===== src/rtl/pc_call_stack.sv =====
// pc_call_stack
//   Hardware return-address stack for the RAT CPU. The control unit pushes
//   return addresses on CALL and on interrupt entry, and pops them on
//   RET/RETIE. FROM_STACK always shows the current top entry, so the PC mux
//   can load it on the same edge that pops it.
//
// Ports
//   CLK        in   system clock, rising edge
//   RST_N      in   asynchronous active-low reset
//   PUSH       in   push PUSH_DATA this cycle
//   POP        in   pop the top entry this cycle
//   PUSH_DATA  in   [WIDTH-1:0] return address to push
//   CLR_ERR    in   synchronous clear of the sticky error flags
//   FROM_STACK out  [WIDTH-1:0] current top of stack, 0 when empty
//   COUNT      out  [AW:0] number of valid entries, 0..DEPTH
//   EMPTY      out  COUNT == 0
//   FULL       out  COUNT == DEPTH
//   OVERFLOW   out  sticky, push attempted while full
//   UNDERFLOW  out  sticky, pop attempted while empty
module pc_call_stack #(
    parameter int WIDTH = 10,
    parameter int DEPTH = 32,
    parameter int AW    = 5
) (
    input  logic             CLK,
    input  logic             RST_N,
    input  logic             PUSH,
    input  logic             POP,
    input  logic [WIDTH-1:0] PUSH_DATA,
    input  logic             CLR_ERR,
    output logic [WIDTH-1:0] FROM_STACK,
    output logic [AW:0]      COUNT,
    output logic             EMPTY,
    output logic             FULL,
    output logic             OVERFLOW,
    output logic             UNDERFLOW
);

    localparam logic [AW:0] DEPTH_C = (AW+1)'(DEPTH);

    logic [WIDTH-1:0] mem [DEPTH];
    logic [AW:0]      count;
    logic             overflow;
    logic             underflow;

    logic             empty;
    logic             full;
    logic [AW-1:0]    top_idx;
    logic             replace;
    logic             inc;
    logic             dec;
    logic             wr_en;
    logic [AW-1:0]    wr_idx;
    logic             ovf_set;
    logic             unf_set;

    always_comb begin
        empty   = (count == '0);
        full    = (count == DEPTH_C);
        top_idx = AW'(count - 1'b1);

        // Push+pop on a non-empty stack overwrites the top in place, even
        // when full. Push+pop on an empty stack degenerates to a plain push
        // (into slot 0) but still reports the illegal pop.
        replace = PUSH & POP & ~empty;
        inc     = (PUSH & ~POP & ~full) | (PUSH & POP & empty);
        dec     = POP & ~PUSH & ~empty;
        wr_en   = inc | replace;
        wr_idx  = replace ? top_idx : AW'(count);

        ovf_set = PUSH & ~POP & full;
        unf_set = POP & empty;
    end

    always_ff @(posedge CLK or negedge RST_N) begin
        if (!RST_N) begin
            count     <= '0;
            overflow  <= 1'b0;
            underflow <= 1'b0;
        end else begin
            if (inc)
                count <= count + 1'b1;
            else if (dec)
                count <= count - 1'b1;

            // An error raised in the same cycle as CLR_ERR takes precedence.
            if (ovf_set)
                overflow <= 1'b1;
            else if (CLR_ERR)
                overflow <= 1'b0;

            if (unf_set)
                underflow <= 1'b1;
            else if (CLR_ERR)
                underflow <= 1'b0;
        end
    end

    // Storage is not reset; writes are suppressed while reset is held so an
    // in-flight push is discarded.
    always_ff @(posedge CLK) begin
        if (RST_N && wr_en)
            mem[wr_idx] <= PUSH_DATA;
    end

    // Masked with empty so stale or uninitialised entries never leak out.
    assign FROM_STACK = empty ? '0 : mem[top_idx];
    assign COUNT      = count;
    assign EMPTY      = empty;
    assign FULL       = full;
    assign OVERFLOW   = overflow;
    assign UNDERFLOW  = underflow;

endmodule

===== config.mk =====
export PLATFORM = sky130hd
export DESIGN_NAME = pc_call_stack
export DESIGN_NICKNAME = d
export VERILOG_FILES = /design/src/rtl/pc_call_stack.sv
export SDC_FILE = /design/constraint.sdc
export NUM_CORES = 1
export LEC_CHECK = 0
export ABC_AREA = 0
export CAP_MARGIN = 20
export CORE_MARGIN = 2
export CORE_UTILIZATION = 40
export DETAILED_ROUTE_END_ITERATION = 8
export PLACE_DENSITY = 0.55
export SLEW_MARGIN = 30
export SYNTH_ARGS = -nofsm -noshare
export SYNTH_HDL_FRONTEND = slang
export SYNTH_SLANG_ARGS = --single-unit

===== constraint.sdc =====
create_clock -name CLK -period 4.95 [get_ports CLK]
set_input_delay 0.495 -clock CLK [delete_from_list [all_inputs] [get_ports CLK]]
set_output_delay 0.495 -clock CLK [all_outputs]
set_load 0.01 [all_outputs]

==> impl_results.md, run 1 <==
- Sequential cell area fraction in the yosys report: 72.4%
- Async SR Flop Fraction: 2.44%
- Clock transition at path regs: 60 ps
- Clock Sinks: 328
- Cts repair resizes: 0
- Max Fclk: 224 MHz
- First-pass GRT wire length: 49200 µm
- Max H-tree Level: 2
- Final min period: 4460 ps
- Io pins: 35
- Root Driver: clkbuf_16
- Gpl congestion: 0.842
- Critical Path Start Type: register
- TritonCTS Buffers: 37
- Die X: 188 µm
- PwrDens: 641 nW/µm²
- Yosys cell types: 56
- Area Overhead vs Synth: 16.8%
- Worst skew pair latency: 530 ps
- Type of the tightest min-delay check: primary input to asynchronous set/reset pin
- Layout Nets: 844
- Syn avg cell area: 18.0 µm²
- GR Overflow Total: 0
- # DRC: 0
- Die area: 35300 µm²
- Mapped Cells: 752
- Register area: 9810 µm²
- Register bit total from synthesis: 328
- Antenna violations before repair: 0
- Ant. Diodes: 0
- DR vias: 7235
- Hpwl dp: 20800 µm
- WP data required: 4450 ps
- Post-CTS setup buffers: 0
- VDD IR max: 0.000386 V
- First drt pass iteration count: 5
- RSZ-0062 raised after global routing: false
- Post-Route WL: 32700 µm
- Slew margin rel.: 28.7%
- Prevailing post-synth register cell: edfxtp_1
- Fin Hold WS: 280 ps
- Vias per inst: 5.55
- CTS tree: yes
- Syn. warnings: 0
- Tightest Pin Transition: 1040 ps
- Layout Cells excl Fill: 1303
- Final setup fails: 0
- PortBufs: 34
- CP Max Fanout: 44
- Share of cells above drive strength 1: 20.8%
- Crit Path Class: register to output pin
- Arrival time worst endpoint: 3970 ps
- # fillers: 2798
- Max cap viols: 0
- Final ANT Viol Nets: 0
- Multi-input logic area: 3530 µm²
- Pin count of the biggest net entering global routing: 45
- Tcrit/Tclk final: 90.1%
- Gr usage total: 19.0%
- Core Area: 33400 µm²
- Max-slew violations: 0
- Post-Syn Area: 13500 µm²
- Fin Clk Skew: 21.1 ps
- Vias in the first global route: 7385
- Final Util: 47.3%
- Setup crit end kind: output pin
- Post-CTS Hold Fix Bufs: 0
- Run status: complete, no violations
- Die H: 188 µm
- Placed Cells: 1236
- Final Hold Violating Endpoints: 0
- Initial Util: 40.5%
- Mapped Nets: 769
- Routed length per instance: 25.1 µm
- Clock buffer depth: 3
- Leak: 5.29 nW
- Number of flops mapped to enable cells by yosys: 320
- DRT iter0 DRCs: 728
- Site Rows: 67
- Final TNS setup: 0 ps
logic make-up after synthesis:
| group | after synthesis | share of synthesized area (%) |
|---|---|---|
| AND/OR/NAND/NOR | 159 | 5.65 |
| flip-flops | 328 | 72.4 |
| adder cells (fa/ha/maj) | 2 | 0.185 |
| AO/OA/AOI/OAI | 73 | 4.24 |
| XOR/XNOR | 6 | 0.388 |
| buffers and inverters | 55 | 1.94 |
| multiplexers | 129 | 15.2 |
Yosys cell counts (11+ instances only):
| master | n | area, µm² |
|---|---|---|
| a21oi_1 | 11 | 55.1 |
| a32o_1 | 13 | 130 |
| buf_2 | 15 | 75.1 |
| clkbuf_1 | 20 | 75.1 |
| edfxtp_1 | 320 | 9610 |
| mux2i_1 | 69 | 691 |
| mux4_2 | 57 | 1280 |
| nand2_1 | 53 | 199 |
| nand3_1 | 22 | 110 |
| nor2_1 | 37 | 139 |
| nor2b_1 | 18 | 113 |
per-stage QoR:
stage                     total power, mW  worst slack, ps  area (µm²)
after floorplan                      5.97             1060       13500
after global placement               7.55              929       14600
after detailed placement             7.56              913       14600
after CTS                            10.2              346       15800
after global routing                 10.6              200       15800
final                                10.1              488       15800
cells in the final DEF (no fill, tap or decap), drive strengths merged, types with 4 or more instances in the layout:
cell / instances
mux2i: 69
nand4: 6
and2: 6
xnor2: 4
clkdlybuf4s50: 30
a21oi: 11
clkinv: 14
nand2: 53
nor2: 37
clkbuf: 45
a22o: 6
buf: 51
dfrtp: 8
o22ai: 6
bufinv: 4
inv: 12
o32ai: 8
mux4: 60
a32o: 13
nor2b: 18
edfxtp: 320
o21ai: 9
nor3: 4
nand3: 23
per-layer routing:
| layer | up-vias | global-route usage, % | wire, µm |
|---|---|---|---|
| met3 | 39 | 3.52 | 1960 |
| met1 | 3752 | 26.4 | 14200 |
| li1 | 3191 | - | - |
| met5 | - | 0 | 0 |
| met2 | 253 | 31.0 | 15900 |
| met4 | 0 | 5.09 | 582 |
worst paths after layout:
| check | slack, ps | start | endpoint | cells after the start |
|---|---|---|---|---|
| max | 490 | COUNT[0]$_DFFE_PN0P_ | FROM_STACK[6] | 7 |
| min | 280 | RST_N | UNDERFLOW$_DFFE_PN0P_ | 1 |
| max reg2reg | 1580 | COUNT[0]$_DFFE_PN0P_ | mem[25][8]$_DFFE_PP_ | 7 |
| min reg2reg | 500 | OVERFLOW$_DFFE_PN0P_ | OVERFLOW$_DFFE_PN0P_ | 1 |
| max in group asynchronous | 4310 | RST_N | COUNT[0]$_DFFE_PN0P_ | 1 |
| min in group CLK | 500 | OVERFLOW$_DFFE_PN0P_ | OVERFLOW$_DFFE_PN0P_ | 1 |
power breakdown:
part	leakage, nW	total, mW	switching (mW)	internal (mW)
Sequential	2.97	3.21	0.0706	3.14
Clock	0.576	2.67	1.07	1.60
Combinational	1.74	4.26	2.41	1.85
Total	5.29	10.1	3.55	6.59
critical path, cell delays in order, from the launching register on:
cell and delay (ps):
dfrtp_4 400, buf_4 440, buf_4 730, mux4_2 630, mux2i_1 300, nand2_1 100
a32o_1 300, clkdlybuf4s50_1 490
flip-flops by register name, indices dropped and copies added (netlist names):
register and cells:
UNDERFLOW 1, OVERFLOW 1, COUNT 6, mem 320
area by class of cell:
| cell class | instances | share of cell area, % |
|---|---|---|
| well taps | 448 | 3.54 |
| flip-flops and latches | 328 | 62.0 |
| inverters | 10 | 0.237 |
| multi-input cells | 369 | 22.3 |
| clock inverters | 22 | 1.45 |
| clock buffers | 45 | 6.04 |
| repair buffers | 81 | 4.41 |
Note: power is estimated with default switching activity, not from simulation.
==> inputs of run 2 (changes only) <==
Settings changed: HOLD_SLACK_MARGIN set to 0.15.
==> results of run 2 <==
No change in the layout: final DEF, timing and power equal those of run 1.
==> inputs of run 3 (changes only) <==
Settings changed: CTS_CLUSTER_DIAMETER set to 200, PLACE_DENSITY 0.55 to not set, PLACE_DENSITY_LB_ADDON set to 0.12.
Clock period 4.95 ns to 5.2 ns, I/O delays scaled along.
==> impl_results.md, run 3 (synthesis results as in run 1) <==
- Max cap viols: 0 (unchanged)
- Core Area: 33400 µm² (unchanged)
- Crit Path Class: register to output pin
- Final min period: 4820 ps
- Arrival time worst endpoint: 4300 ps (+330 ps)
- Slowest stage cell, crit path: dfrtp_1
- PwrDens: 607 nW/µm² (-5.3%)
- Root Driver: clkbuf_16
- Layout Nets: 817 (-3.2%)
- Critical Path, Cell by Cell: inv_1 > ha_4 > xor2_4 > buf_4 > mux4_1 > mux2i_1 > o32ai_1 > a32o_1 > clkdlybuf4s50_1
- Routed met3 length: 1650 µm (-16%)
- Post-CTS setup buffers: 0 (unchanged)
- First drt pass iteration count: 5 (unchanged)
- Gpl congestion: 0.820 (-2.6%)
- Most common cell after layout, fill and taps aside: edfxtp_1
- Setup crit end kind: output pin
- R2r setup slk: 1230 ps (-350 ps)
- Tightest Pin Transition: 994 ps (-46.0 ps)
- Top reg by flops: mem
- # DRC: 0 (unchanged)
- Tcrit/Tclk final: 92.7%
- DRT iter0 DRCs: 642 (-12%)
- Io pins: 35 (unchanged)
- Initial Util: 40.5% (unchanged)
- Placed Cells: 1210 (-2.1%)
- Critical Path Start Type: register
- # fillers: 2824 (+0.93%)
- CP Max Fanout: 15 (-66%)
- Gr usage total: 19.1% (+0.078 points)
- Max-slew violations: 0 (unchanged)
- RSZ-0062 raised after global routing: false
- Die X: 188 µm (unchanged)
- Met1 WL: 14600 µm (+2.8%)
- Clock transition at path regs: 60 ps (about the same)
- Worst path top cell family by delay: buffers and inverters
- Clock Sinks: 328 (unchanged)
- Share of cells above drive strength 1: 20.9% (+0.080 points)
- CTS tree: yes
- TritonCTS Buffers: 36 (-2.7%)
- Commonest cells after routing, fill and taps aside: 320 x edfxtp_1, 67 x mux2i_1, 57 x mux4_2
- DR vias: 7095 (-1.9%)
- Final setup fails: 0 (unchanged)
- Layout Cells excl Fill: 1271 (-2.5%)
- Die H: 188 µm (unchanged)
- Final Hold Violating Endpoints: 0 (unchanged)
- First-pass GRT wire length: 49600 µm (+0.71%)
- Fin Clk Skew: 10.7 ps (-10.4 ps)
- Antenna violations before repair: 0 (unchanged)
- WP data required: 4680 ps (+230 ps)
- Final TNS setup: 0 ps (unchanged)
- Leak: 5.10 nW (-3.7%)
- Run status: complete, no violations
- Cts repair resizes: 0 (unchanged)
- Met2 routed wirelength: 16400 µm (+2.7%)
- CP bufs+invs: 3 (unchanged)
- Die area: 35300 µm² (unchanged)
- Routed length per instance: 26.1 µm (+4.1%)
- GR Overflow Total: 0 (unchanged)
- Area Overhead vs Synth: 15.0%
- PortBufs: 34 (unchanged)
- Hpwl dp: 20700 µm (-0.31%)
- Largest register FFs: 320 (unchanged)
- Type of the tightest min-delay check: primary input to asynchronous set/reset pin
- Max layer used: met4
- Max H-tree Level: 2 (unchanged)
- VDD IR max: 0.000444 V (+15%)
- Slew margin rel.: 33.7% (+5.1 points)
- Post-Route WL: 33200 µm (+1.5%)
- Vias per inst: 5.58 (+0.53%)
- Vias in the first global route: 7411 (+0.35%)
- Max incr delay on CP: 630 ps (-100 ps)
- Ant. Diodes: 0 (unchanged)
- Post-CTS Hold Fix Bufs: 0 (unchanged)
- Max Fclk: 207 MHz
- Site Rows: 67 (unchanged)
- Worst skew pair latency: 510 ps (-20 ps)
- Pin count of the biggest net entering global routing: 45 (unchanged)
- Clock buffer depth: 3 (unchanged)
- Final ANT Viol Nets: 0 (unchanged)
==> run 3: cell count changes in the layout (fill, tap and decap cells not counted), sizes merged <==
cell | previous run | this run
buf | 51 | 26
bufinv | 4 | 1
clkbuf | 45 | 47
clkdlybuf4s50 | 30 | 29
clkinv | 14 | 13
clkinvlp | 2 | 1
inv | 12 | 9
==> run 3: cell type report <==
cell class	instances	area, µm²	area share [%]
clock inverters	14	100	0.643
well taps	448	561	3.60
inverters	10	37.5	0.241
flip-flops and latches	328	9810	63.0
multi-input cells	369	3590	23.1
repair buffers	55	485	3.12
clock buffers	47	985	6.32
==> run 3: through the flow <==
| stage | worst slack (ps) | util, % | total power [mW] | hold slack (ps) | instance area (µm²) |
|---|---|---|---|---|---|
| floorplan | 1280 | - | 5.69 | 224 | 13500 |
| global placement | 924 | 43.1 | 7.15 | 478 | 14400 |
| detailed placement | 922 | 43.3 | 7.18 | 497 | 14500 |
| CTS | 343 | 46.6 | 9.55 | 313 | 15600 |
| global route | 192 | 46.6 | 9.88 | 325 | 15600 |
| finish | 377 | 46.6 | 9.45 | 322 | 15600 |
==> run 3: where the power goes <==
group / internal, mW / leakage (nW) / total, mW / switching, mW
clock network: 1.38 / 0.527 / 2.37 / 0.992
registers: 2.99 / 2.97 / 3.11 / 0.116
logic: 1.73 / 1.60 / 3.97 / 2.24
total: 6.10 / 5.10 / 9.45 / 3.35
==> run 3: worst paths after layout <==
| path | from | cells past startpoint | end |
|---|---|---|---|
| setup / recovery | COUNT[1]$_DFFE_PN0P_ | 9 | FROM_STACK[3] |
| hold / removal | RST_N | 1 | UNDERFLOW$_DFFE_PN0P_ |
| setup reg to reg | COUNT[1]$_DFFE_PN0P_ | 9 | mem[5][2]$_DFFE_PP_ |
| hold reg to reg | OVERFLOW$_DFFE_PN0P_ | 1 | OVERFLOW$_DFFE_PN0P_ |
| max in group asynchronous | RST_N | 1 | COUNT[0]$_DFFE_PN0P_ |
| min in group CLK | OVERFLOW$_DFFE_PN0P_ | 1 | OVERFLOW$_DFFE_PN0P_ |
==> run 3: per-layer routing <==
layer / GRT usage, % / vias to the layer above
met5: 0 / -
met4: 4.45 / 0
met3: 2.98 / 40
met2: 31.7 / 211
met1: 26.5 / 3718
li1: - / 3126
